[config.mk]
export PLATFORM = sky130hd
export DESIGN_NAME = relu_stream_ctrl_flat
export DESIGN_NICKNAME = d
export VERILOG_FILES = /design/src/rtl/relu_stream_ctrl_pkg.sv /design/src/rtl/relu_stream_ctrl_if.sv /design/src/rtl/relu_out_reg.sv /design/src/rtl/relu_stream_ctrl.sv /design/src/flat_wrapper.sv
export SDC_FILE = /design/constraint.sdc
export NUM_CORES = 1
export LEC_CHECK = 0
export CAP_MARGIN = 40
export CORE_UTILIZATION = 45
export CTS_CLUSTER_DIAMETER = 50
export DETAILED_ROUTE_END_ITERATION = 10
export GPL_TIMING_DRIVEN = 0
export PLACE_DENSITY_LB_ADDON = 0.25
export SETUP_SLACK_MARGIN = 0.15
export SLEW_MARGIN = 20
export SYNTH_ARGS = -nofsm -noshare
export SYNTH_HDL_FRONTEND = slang
export SYNTH_SLANG_ARGS = --single-unit
[constraint.sdc]
create_clock -name clk -period 1.8 [get_ports clk]
set_input_delay 0.18 -clock clk [delete_from_list [all_inputs] [get_ports clk]]
set_output_delay 0.18 -clock clk [all_outputs]
set_load 0.05 [all_outputs]
[src/rtl/relu_stream_ctrl_pkg.sv]
// rtl/relu_stream_ctrl_pkg.sv - shared types, widths and element function for the activation stage
package relu_stream_ctrl_pkg;

  localparam int FM_W       = 5;
  localparam int FM_H       = 5;
  localparam int DATA_W     = 16;
  localparam int ELEM_CNT_W = $clog2(FM_W * FM_H);
  localparam int NEG_CNT_W  = $clog2(FM_W * FM_H + 1);

  typedef enum logic [1:0] {
    IDLE  = 2'd0,
    RUN   = 2'd1,
    DRAIN = 2'd2
  } state_e;

  // Shared with the parallel ReLU unit: negative elements clip to zero unless bypassed.
  function automatic logic [DATA_W-1:0] relu_elem(input logic [DATA_W-1:0] elem,
                                                  input logic             bypass);
    return (!bypass && elem[DATA_W-1]) ? '0 : elem;
  endfunction

endpackage

[src/rtl/relu_stream_ctrl_if.sv]
// rtl/relu_stream_ctrl_if.sv - input and output element handshakes of the activation stage
interface relu_stream_ctrl_if
  import relu_stream_ctrl_pkg::*;
#(
  parameter int DATA_WIDTH = DATA_W
);

  logic                  s_valid;
  logic                  s_ready;
  logic [DATA_WIDTH-1:0] s_data;
  logic                  m_valid;
  logic                  m_ready;
  logic [DATA_WIDTH-1:0] m_data;
  logic                  m_last;

  modport slave  (input  s_valid, s_data, m_ready,
                  output s_ready, m_valid, m_data, m_last);

  modport master (output s_valid, s_data, m_ready,
                  input  s_ready, m_valid, m_data, m_last);

endinterface

[src/rtl/relu_out_reg.sv]
// rtl/relu_out_reg.sv - single valid/ready output register for the activation stream
module relu_out_reg #(
  parameter int DATA_WIDTH = 16
) (
  input  logic                  clk,
  input  logic                  rst,
  input  logic                  load,
  input  logic [DATA_WIDTH-1:0] load_data,
  input  logic                  load_last,
  input  logic                  m_ready,
  output logic                  m_valid,
  output logic [DATA_WIDTH-1:0] m_data,
  output logic                  m_last
);

  logic                  valid_q, valid_d;
  logic [DATA_WIDTH-1:0] data_q, data_d;
  logic                  last_q, last_d;

  // load is only raised when the register is empty or being drained, so a stalled word never changes
  always_comb begin
    valid_d = valid_q;
    data_d  = data_q;
    last_d  = last_q;
    if (load) begin
      valid_d = 1'b1;
      data_d  = load_data;
      last_d  = load_last;
    end else if (valid_q && m_ready) begin
      valid_d = 1'b0;
    end
  end

  always_ff @(posedge clk) begin
    if (rst) begin
      valid_q <= 1'b0;
      data_q  <= '0;
      last_q  <= 1'b0;
    end else begin
      valid_q <= valid_d;
      data_q  <= data_d;
      last_q  <= last_d;
    end
  end

  assign m_valid = valid_q;
  assign m_data  = data_q;
  assign m_last  = last_q;

endmodule

[src/rtl/relu_stream_ctrl.sv]
// rtl/relu_stream_ctrl.sv - frame sequencer applying ReLU or bypass one element per cycle
module relu_stream_ctrl
  import relu_stream_ctrl_pkg::*;
#(
  parameter int W          = FM_W,
  parameter int H          = FM_H,
  parameter int DATA_WIDTH = DATA_W
) (
  input  logic                 clk,
  input  logic                 rst,
  input  logic                 start,
  input  logic                 bypass,
  relu_stream_ctrl_if.slave    io,
  output logic                 busy,
  output logic                 done,
  output logic [NEG_CNT_W-1:0] neg_count
);

  localparam logic [ELEM_CNT_W-1:0] LAST_IDX = ELEM_CNT_W'(W * H - 1);

  state_e                  state_q, state_d;
  logic                    mode_q, mode_d;
  logic [ELEM_CNT_W-1:0]   elem_cnt_q, elem_cnt_d;
  logic [NEG_CNT_W-1:0]    neg_cnt_q, neg_cnt_d;
  logic                    s_ready;
  logic                    accept;
  logic                    m_valid;
  logic                    m_last;
  logic [DATA_WIDTH-1:0]   m_data;
  logic [DATA_WIDTH-1:0]   elem_out;

  assign accept   = io.s_valid && s_ready;
  assign elem_out = relu_elem(io.s_data, mode_q);

  always_comb begin
    state_d    = state_q;
    mode_d     = mode_q;
    elem_cnt_d = elem_cnt_q;
    neg_cnt_d  = neg_cnt_q;
    s_ready    = 1'b0;
    done       = 1'b0;
    case (state_q)
      IDLE: begin
        if (start) begin
          mode_d     = bypass;
          elem_cnt_d = '0;
          neg_cnt_d  = '0;
          state_d    = RUN;
        end
      end
      RUN: begin
        s_ready = !m_valid || io.m_ready;
        if (s_ready && io.s_valid) begin
          elem_cnt_d = elem_cnt_q + 1'b1;
          if (io.s_data[DATA_WIDTH-1]) neg_cnt_d = neg_cnt_q + 1'b1;
          if (elem_cnt_q == LAST_IDX) state_d = DRAIN;
        end
      end
      DRAIN: begin
        if (m_valid && io.m_ready && m_last) begin
          done    = 1'b1;
          state_d = IDLE;
        end
      end
      default: state_d = IDLE;
    endcase
  end

  always_ff @(posedge clk) begin
    if (rst) begin
      state_q    <= IDLE;
      mode_q     <= 1'b0;
      elem_cnt_q <= '0;
      neg_cnt_q  <= '0;
    end else begin
      state_q    <= state_d;
      mode_q     <= mode_d;
      elem_cnt_q <= elem_cnt_d;
      neg_cnt_q  <= neg_cnt_d;
    end
  end

  relu_out_reg #(
    .DATA_WIDTH(DATA_WIDTH)
  ) u_out_reg (
    .clk      (clk),
    .rst      (rst),
    .load     (accept),
    .load_data(elem_out),
    .load_last(elem_cnt_q == LAST_IDX),
    .m_ready  (io.m_ready),
    .m_valid  (m_valid),
    .m_data   (m_data),
    .m_last   (m_last)
  );

  assign io.s_ready = s_ready;
  assign io.m_valid = m_valid;
  assign io.m_data  = m_data;
  assign io.m_last  = m_last;
  assign busy       = (state_q != IDLE);
  assign neg_count  = neg_cnt_q;

endmodule

[src/flat_wrapper.sv]
// flat-port wrapper written by rule: the top's interface ports become plain ports
module relu_stream_ctrl_flat import relu_stream_ctrl_pkg::*;
#(
  parameter int W          = FM_W,
  parameter int H          = FM_H,
  parameter int DATA_WIDTH = DATA_W
)
  (clk, rst, start, bypass, busy, done, neg_count, io_s_valid, io_s_data, io_m_ready, io_s_ready, io_m_valid, io_m_data, io_m_last);
  relu_stream_ctrl_if #(.DATA_WIDTH(DATA_WIDTH)) io_i ();
  input  logic clk;
  input  logic rst;
  input  logic start;
  input  logic bypass;
  output logic busy;
  output logic done;
  output logic [NEG_CNT_W-1:0] neg_count;
  input wire logic [$bits(io_i.s_valid)-1:0] io_s_valid;
  input wire logic [$bits(io_i.s_data)-1:0] io_s_data;
  input wire logic [$bits(io_i.m_ready)-1:0] io_m_ready;
  output wire logic [$bits(io_i.s_ready)-1:0] io_s_ready;
  output wire logic [$bits(io_i.m_valid)-1:0] io_m_valid;
  output wire logic [$bits(io_i.m_data)-1:0] io_m_data;
  output wire logic [$bits(io_i.m_last)-1:0] io_m_last;
  assign io_i.s_valid = io_s_valid;
  assign io_i.s_data = io_s_data;
  assign io_i.m_ready = io_m_ready;
  assign io_s_ready = io_i.s_ready;
  assign io_m_valid = io_i.m_valid;
  assign io_m_data = io_i.m_data;
  assign io_m_last = io_i.m_last;
  relu_stream_ctrl #(.W(W), .H(H), .DATA_WIDTH(DATA_WIDTH)) u_core (.clk(clk), .rst(rst), .start(start), .bypass(bypass), .io(io_i), .busy(busy), .done(done), .neg_count(neg_count));
endmodule
==> reports/qor.csv <==
metric;value;unit
run_status;finished clean;
die_h;59.1;um
async_flop_share;0;%
fill_cells;297;
cts_tree;done;
grt_max_degree;11;
setup_viol;0;
ys_seq_area_share;42.3;%
grt_overflow;0;
vias_per_cell;5.19;
vias;1370;
hp-class;in2reg;
ys_top_cells_by_area;dfxtp_1 (42%), nand3_2 (6.8%), nand2_1 (5.6%);
pin_count;48;
post-route-period-util;89.7;%
io_buffers;46;
synth_nets;191;
grtUsageTotal;21.9;%
synth_area;1470;um2
fmax;619;MHz
hpwl;2480;um
numCtsBuffers;5;
drcViolationCount;0;
fin_nets;244;
crit_slowest_cell;dfxtp_1;
slew_viol_final;0;
fp.dieW;59.1;um
area_delta_synth_final;37.5;%
routedWlPerCell;13.0;um
cp-end-kind;output pin;
hold_viol;0;
wl;3420;um
synthMostInstantiatedCell;dfxtp_1;
antenna_found_initial;0;
ir_worst_vdd;453;uV
relSlewSlack;56.4;%
yosys_register_bits;31;
fin_worst_skew;0.00797;ns
dp_cells;256;
clockBufferDepth;2;
h-tree-depth;2;
rsz0062_at_grt;true;
drive_gt1_share;19.1;%
synth-main-ff-cell;dfxtp_1;
startpoint_type;flop;
ctsRootBufferMaster;clkbuf_4;
period_minus_slack;1.62;ns
drtIter0Drc;58;
crit_type;reg2out;
path_cells;clkbuf_4 -> nand2b_1 -> nor2_2 -> buf_2;
synth_edf_count;0;
slowest_delay;0.43;ns
synth_cell_type_count;35;
synth_top_area_share;42.3;%
path_clk_slew;0.09;ns
clock_latency;0.33;ns
grt_pass1_wl;5730;um
crit_arrival;1.44;ns
grt_pass1_vias;1330;
yosys_warnings;0;
rows;20;
diodes;0;
crit_required;1.62;ns
p_leak;0.818;nW
final_cell_count_no_fill;264;
synth_cells;166;
power.density;702;nW/um2
synth.avg_cell_area;8.84;um2
place.gp.congestion;0.805;
core;3080;um2
cap_viol_max_count;0;
first_pass_iters;4;
utilization;65.6;%
initial_core_util;47.7;%
cts.sinks;31;
worstMarginPinSlew;0.653;ns
synth.largest_area_cell;dfxtp_1;
ant_nets;0;
crit_fanout;10;
yosys-top-cells-count;dfxtp_1 (31), nand2_1 (22), a21oi_1 (14);
die_area;3490;um2
[per-layer routing]
layer | GRT usage (%) | wire length [um] | part of all wire (%) | vias to the layer above
met5 | 0 | 0 | 0 | -
met2 | 36.2 | 1620 | 47 | 39
met1 | 26.6 | 1560 | 46 | 633
met3 | 6.77 | 176 | 5.1 | 9
li1 | - | - | - | 689
met4 | 8.16 | 55 | 1.6 | 0
[flip-flops by register name, summed over array words and instances (netlist names)]
name,cells
u_core.u_out_reg.m_valid,1
u_core.u_out_reg.m_data,16
u_core.mode_q,1
u_core.elem_cnt_q,5
u_core.state_q,2
u_core.u_out_reg.m_last,1
u_core.neg_count,5
[through the flow]
| stage | hold WS [ns] | setup slack (ns) | total power [W] | setup TNS (ns) | instance area [um2] |
|---|---|---|---|---|---|
| finish | 0.239 | 0.185 | 0.00142 | 0 | 2020 |
| global route | 0.249 | 0.0764 | 0.00150 | 0 | 2020 |
| CTS | 0.229 | 0.0478 | 0.00143 | 0 | 2030 |
| detailed placement | 0.442 | -0.143 | 0.000985 | -0.350 | 1990 |
| global placement | 0.440 | -0.149 | 0.000981 | -0.351 | 1990 |
| floorplan | 0.317 | 0.248 | 0.000883 | 0 | 1470 |
[power by group]
part           internal [W]  switching, W
Combinational     0.0000966      0.000147
Clock              0.000230      0.000229
Sequential         0.000702     0.0000115
Total               0.00103      0.000388
[cell type report]
class	count	area [um2]	area share, %
plain buffers	12	78.8	3.91
repair buffers	46	420	20.8
well taps	44	55.1	2.73
multi-input cells	121	767	38.0
flip-flops and latches	31	621	30.8
inverters	2	7.51	0.372
clock buffers	8	68.8	3.41
[placed cells by master (no fill, tap or decap), drive strengths merged]
master | Yosys | final
or3 | 5 | 5
nand2 | 22 | 22
o31ai | 2 | 2
a21oi | 23 | 23
and3 | 1 | 1
mux2i | 2 | 2
o211ai | 1 | 1
nand3 | 21 | 21
inv | 2 | 2
nor2b | 3 | 3
o41ai | 1 | 1
and2 | 1 | 1
dfxtp | 31 | 31
nand2b | 5 | 5
nand4 | 3 | 3
or4 | 1 | 1
a31oi | 3 | 3
dlygate4sd2 | 0 | 22
nand3b | 3 | 3
and2b | 1 | 1
or2 | 2 | 2
ha | 3 | 3
clkbuf | 3 | 11
nand4b | 2 | 2
nor3b | 1 | 1
nor3 | 1 | 1
dlymetal6s2s | 0 | 1
buf | 9 | 12
nor2 | 6 | 6
o21ai | 7 | 7
o21bai | 1 | 1
clkdlybuf4s50 | 0 | 20
[timing repair]
action | 4_1_cts | 5_1_grt
resized for setup | 34 | 7
setup buffers | 0 | 0
endpoints found under the hold margin | 0 | 0
setup endpoints to repair | 25 | 4
hold buffers | 0 | 0
[final timing paths]
kind,start,endpoint,slack [ns],depth (start not counted)
worst min register to register,u_core.u_out_reg.m_data[9],u_core.u_out_reg.m_data[9],0.46,2
worst max register to register,u_core.state_q[1],u_core.u_out_reg.m_data[0],0.31,5
worst max-delay path,u_core.state_q[1],done,0.18,4
worst min-delay path,io_s_data[15],u_core.u_out_reg.m_data[15],0.24,3
[cells by family (layout without fill, tap and decap cells)]
logic type               Yosys count  after routing  share of synthesized area [%]
adder cells (fa/ha/maj)            3              3                           2.56
multiplexers                       2              2                           1.36
AO/OA/AOI/OAI                     38             38                           17.0
flip-flops                        31             31                           42.3
AND/OR/NAND/NOR                   78             78                           31.2
buffers and inverters             14             68                           5.63
[worst max-delay path, delay by kind of cell, from the launching register on]
family	cells	cell delay, ns
buf+inv	2	0.50
flops	1	0.43
simple gates	2	0.18
No activity file was read; power rests on OpenSTA's default activity.
